[src/rtl/request_arbiter_rr.sv]
// request_arbiter_rr
//   Round-robin arbiter sharing one resource among REQ_COUNT requesters.
//   A registered one-hot grant is held until the owner releases it, drops
//   its request, the arbiter is disabled, or MAX_HOLD cycles elapse.
//   The winner is also reported as a binary index for downstream mux select.
//
// Ports
//   clk          rising-edge clock
//   rst_n        asynchronous active-low reset
//   enable       1 = arbitration allowed; 0 = no new grant, current grant aborted
//   req          request vector, bit i = requester i
//   release_gnt  granted requester finished (only looked at while granting)
//   gnt          one-hot grant, all zero when idle
//   gnt_index    binary index of the granted requester, 0 when idle
//   gnt_valid    high while a grant is active
//   timeout      one-cycle pulse when a grant was cut at MAX_HOLD
//
// State table
//   IDLE  | no grant; search from pointer for the next requester
//   GRANT | one requester owns the resource; hold_cnt counts its cycles

module request_arbiter_rr #(
  parameter int REQ_COUNT   = 16,
  parameter int INDEX_WIDTH = 4,
  parameter int MAX_HOLD    = 8
) (
  input  logic                   clk,
  input  logic                   rst_n,
  input  logic                   enable,
  input  logic [REQ_COUNT-1:0]   req,
  input  logic                   release_gnt,
  output logic [REQ_COUNT-1:0]   gnt,
  output logic [INDEX_WIDTH-1:0] gnt_index,
  output logic                   gnt_valid,
  output logic                   timeout
);

  localparam int HOLD_W = $clog2(MAX_HOLD + 1);

  typedef enum logic {
    IDLE  = 1'b0,
    GRANT = 1'b1
  } state_t;

  state_t                 state_q, state_d;
  logic [INDEX_WIDTH-1:0] ptr_q, ptr_d;
  logic [INDEX_WIDTH-1:0] idx_q, idx_d;
  logic [REQ_COUNT-1:0]   gnt_q, gnt_d;
  logic                   valid_q, valid_d;
  logic                   timeout_q, timeout_d;
  logic [HOLD_W-1:0]      hold_q, hold_d;

  logic                   found;
  logic [INDEX_WIDTH-1:0] winner;
  logic [INDEX_WIDTH-1:0] cand_idx;
  int                     cand;
  logic                   early_exit;
  logic                   hold_done;

  // Rotating search: first set request at pointer, pointer+1, ... (mod REQ_COUNT).
  always_comb begin
    found    = 1'b0;
    winner   = '0;
    cand     = 0;
    cand_idx = '0;
    for (int off = 0; off < REQ_COUNT; off++) begin
      cand = int'(ptr_q) + off;
      if (cand >= REQ_COUNT) cand = cand - REQ_COUNT;
      cand_idx = INDEX_WIDTH'(cand);
      if (!found && req[cand_idx]) begin
        found  = 1'b1;
        winner = cand_idx;
      end
    end
  end

  assign early_exit = release_gnt || !req[idx_q] || !enable;
  assign hold_done  = (hold_q == HOLD_W'(MAX_HOLD - 1));

  always_comb begin
    state_d   = state_q;
    ptr_d     = ptr_q;
    idx_d     = idx_q;
    gnt_d     = gnt_q;
    valid_d   = valid_q;
    hold_d    = hold_q;
    timeout_d = 1'b0;
    case (state_q)
      IDLE: begin
        gnt_d   = '0;
        idx_d   = '0;
        valid_d = 1'b0;
        hold_d  = '0;
        if (enable && found) begin
          state_d       = GRANT;
          idx_d         = winner;
          gnt_d[winner] = 1'b1;
          valid_d       = 1'b1;
        end
      end
      GRANT: begin
        if (early_exit || hold_done) begin
          state_d   = IDLE;
          gnt_d     = '0;
          idx_d     = '0;
          valid_d   = 1'b0;
          hold_d    = '0;
          ptr_d     = (idx_q == INDEX_WIDTH'(REQ_COUNT - 1)) ? '0 : idx_q + INDEX_WIDTH'(1);
          // Pulse only when the hold limit alone ended the grant.
          timeout_d = !early_exit;
        end else begin
          hold_d = hold_q + HOLD_W'(1);
        end
      end
      default: begin
        state_d = IDLE;
        gnt_d   = '0;
        idx_d   = '0;
        valid_d = 1'b0;
        hold_d  = '0;
      end
    endcase
  end

  always_ff @(posedge clk or negedge rst_n) begin
    if (!rst_n) begin
      state_q   <= IDLE;
      ptr_q     <= '0;
      idx_q     <= '0;
      gnt_q     <= '0;
      valid_q   <= 1'b0;
      timeout_q <= 1'b0;
      hold_q    <= '0;
    end else begin
      state_q   <= state_d;
      ptr_q     <= ptr_d;
      idx_q     <= idx_d;
      gnt_q     <= gnt_d;
      valid_q   <= valid_d;
      timeout_q <= timeout_d;
      hold_q    <= hold_d;
    end
  end

  assign gnt       = gnt_q;
  assign gnt_index = idx_q;
  assign gnt_valid = valid_q;
  assign timeout   = timeout_q;

endmodule

[config.mk]
export PLATFORM = sky130hd
export DESIGN_NAME = request_arbiter_rr
export DESIGN_NICKNAME = d
export VERILOG_FILES = /design/src/rtl/request_arbiter_rr.sv
export SDC_FILE = /design/constraint.sdc
export NUM_CORES = 1
export LEC_CHECK = 0
export ABC_AREA = 1
export CORE_MARGIN = 5
export CORE_UTILIZATION = 45
export CTS_CLUSTER_SIZE = 20
export DETAILED_ROUTE_END_ITERATION = 12
export PLACE_DENSITY = 0.71
export SYNTH_ARGS = -nofsm -noshare
export SYNTH_HDL_FRONTEND = slang
export SYNTH_SLANG_ARGS = --single-unit
[constraint.sdc]
create_clock -name clk -period 6.04 [get_ports clk]
set_input_delay 0.906 -clock clk [delete_from_list [all_inputs] [get_ports clk]]
set_output_delay 0.906 -clock clk [all_outputs]
set_load 0.005 [all_outputs]
==> results.yml <==
final_layout:
  final_cell_mix: "163 x nand2_1, 122 x nand3_1, 62 x nor2_1"
  layout.cells.non_filler: 687
  fillers: 740
  final_common_cell: "nand2_1"
  diodes: 0
  drive_above_1_share: 0.0731
  nNetsFinal: 617
  area_growth_pct: 17.6
floorplan:
  io_pins: 42
  dieArea_um2: 9160
  dieHeight_um: 95.7
  die_w_um: 95.7
  core-area_um2: 7210
  initial_core_util: 0.458
  rows: 31
timing:
  maxClockFrequency_mhz: 213
  finalSetupTns_ps: 0
  worst_slew_pin_slew_ps: 795
  relSlewSlack: 0.466
  timing.final.crit_share: 0.778
  maxSlewViolCount: 0
  fin_worst_skew_ps: 7.41
  setup_violations: 0
  grt_setup_unrepaired: "no"
  fin_crit_ps: 4700
  hold_viol: 0
  whs_ps: 459
synthesis:
  synth_top_cell_area_share: 0.235
  synthArstFlopShare: 1.00
  synth_edf_count: 0
  ys_seq_area_frac: 0.235
  synth_ff_type: "dfrtp_1"
  synthCells: 550
  synth_top_family_by_area: "simple AND/OR/NAND/NOR gates"
  synth-seq-cells: 31
  syn_nets: 579
  avgSynthCellArea_um2: 6.01
  synth_xor_area_frac: 0.0257
  synth.area.top_cells: "dfrtp_1 23%, nand2_1 19%, nand3_1 18%"
  netlist_area_um2: 3310
  yosys.area.top_type: "dfrtp_1"
  yosysWarnings: 0
  synthSimpleGateAreaFrac: 0.540
  synth_compound_area_frac: 0.0731
  muxShareOfSynthArea: 0
  synth_fa_ha_area_frac: 0.0341
  yosysUniqueCellTypes: 41
clock_tree:
  post_cts_resized: 0
  clockRootBuffer: "clkbuf_8"
  cts_sinks: 31
  cts_made_buffers: 5
  cts.clk_slew.worst_paths_ps: 60
  h-tree-depth: 2
  cts_tree: "built"
  post_cts_buffers: 0
  clkLatencyLatePin_ps: 280
  clock_path_buffers: 2
  hold_buffers: 0
routing:
  wl_per_cell_um: 15.2
  drtIter0Drc: 375
  drc: 0
  postRouteAntennaNets: 0
  drt-pass1-iter-count: 5
  vias: 3794
  finalWirelength_um: 10500
  via_per_inst: 5.52
grt:
  grt_pass1_vias: 3592
  grt_pass1_wl_um: 17600
  antenna_found_initial: 0
  grt_max_degree: 32
  grtUsageTotal: 0.243
  overflow: 0
setup_path:
  worstSetupPathType: "flip-flop to flip-flop"
  cp.arrival_ps: 4870
  path_buf_inv: 3
  slowest_stage: "dfrtp_1"
  critical_path.max_stage_delay_ps: 670
  path_max_fanout: 17
  worstSetupStartpointType: "flip-flop"
  endpoint_kind: "flip-flop"
  crit_chain: "inv_1, ha_1, inv_1, nand3_1, nand3_1, nand2_1, nand2_1, nand2_2, nor2_8, nand4_4, nor2_4, nand4_2, nor3_4, nand3_2, nor2_2, nand3_1, nand2_2, inv_2, nand3_2, nor2_2, nand2_1, nand2_1"
  path_delay_family: "simple AND/OR/NAND/NOR gates"
  cpMostUsedCell: "nand2_1"
  required_ps: 6210
place:
  io_buffers: 41
  place_congestion: 1.00
  dpl.hpwl_um: 8360
  dp.cells: 680
job:
  cap_viol_max_count: 0
status:
  outcome: "finished, final reports clean"
min_path:
  hp-class: "flip-flop to flip-flop"
## kinds of logic (layout without fill, tap and decap cells)
kind of cell / count (synthesis) / in the layout
adder cells (fa/ha/maj): 9 / 9
flip-flops: 31 / 31
AND/OR/NAND/NOR: 387 / 387
XOR/XNOR: 8 / 8
buffers and inverters: 74 / 112
AO/OA/AOI/OAI: 41 / 41
## metal layers
metal  track usage  up-vias  share of wire
li1              -     1888              -
met1         0.334     1732           0.44
met2         0.403      146           0.47
met3        0.0258       28          0.058
met4        0.0723        0          0.028
met5             0        -              0
## registers in the layout, summed over array words and instances, names as in the netlist
register and count:
gnt 16, gnt_index 4, hold_q 4, ptr_q 4, gnt_valid 1, state_q 1, timeout 1
## through the flow
stage | area, um2 | util | setup slack, ps
finish | 3890 | 0.539 | 1340
CTS | 3890 | 0.539 | 1410
global placement | 3780 | 0.524 | 1560
detailed placement | 3780 | 0.524 | 1420
global route | 3890 | 0.539 | 946
floorplan | 3310 | - | 2670
## synthesized netlist by cell type (3+ instances only)
cell	n
a21oi_1	3
buf_2	6
clkbuf_1	3
dfrtp_1	31
ha_1	9
inv_1	51
inv_2	9
nand2_1	163
nand2_2	4
nand3_1	122
nand3_2	6
nand4_1	13
nor2_1	62
nor2_2	5
nor3_1	3
o21ai_0	19
o21ai_1	5
o221ai_1	4
o22ai_1	3
xor2_1	4
## worst paths after layout
path,from,end,slack [ps],cells after the start
max,ptr_q[1],gnt[9],1340,22
min,hold_q[0],hold_q[0],460,1
max reg2reg,ptr_q[1],gnt[9],1340,22
min reg2reg,hold_q[0],hold_q[0],460,1
max in group asynchronous,rst_n,gnt_index[3],4750,2
min in group asynchronous,rst_n,gnt[10],1000,2
## layout make-up
cell class              instances  area [um2]  area share
multi-input cells             445        2220       0.572
flip-flops and latches         31         776       0.200
repair buffers                 43         425       0.109
inverters                      62         235      0.0605
well taps                      99         124      0.0319
clock buffers                   6        72.6      0.0187
clock inverters                 1        30.0     0.00773
Power is not shown: default switching activity piles up to over one toggle a cycle in this logic, so the estimate is an artifact.
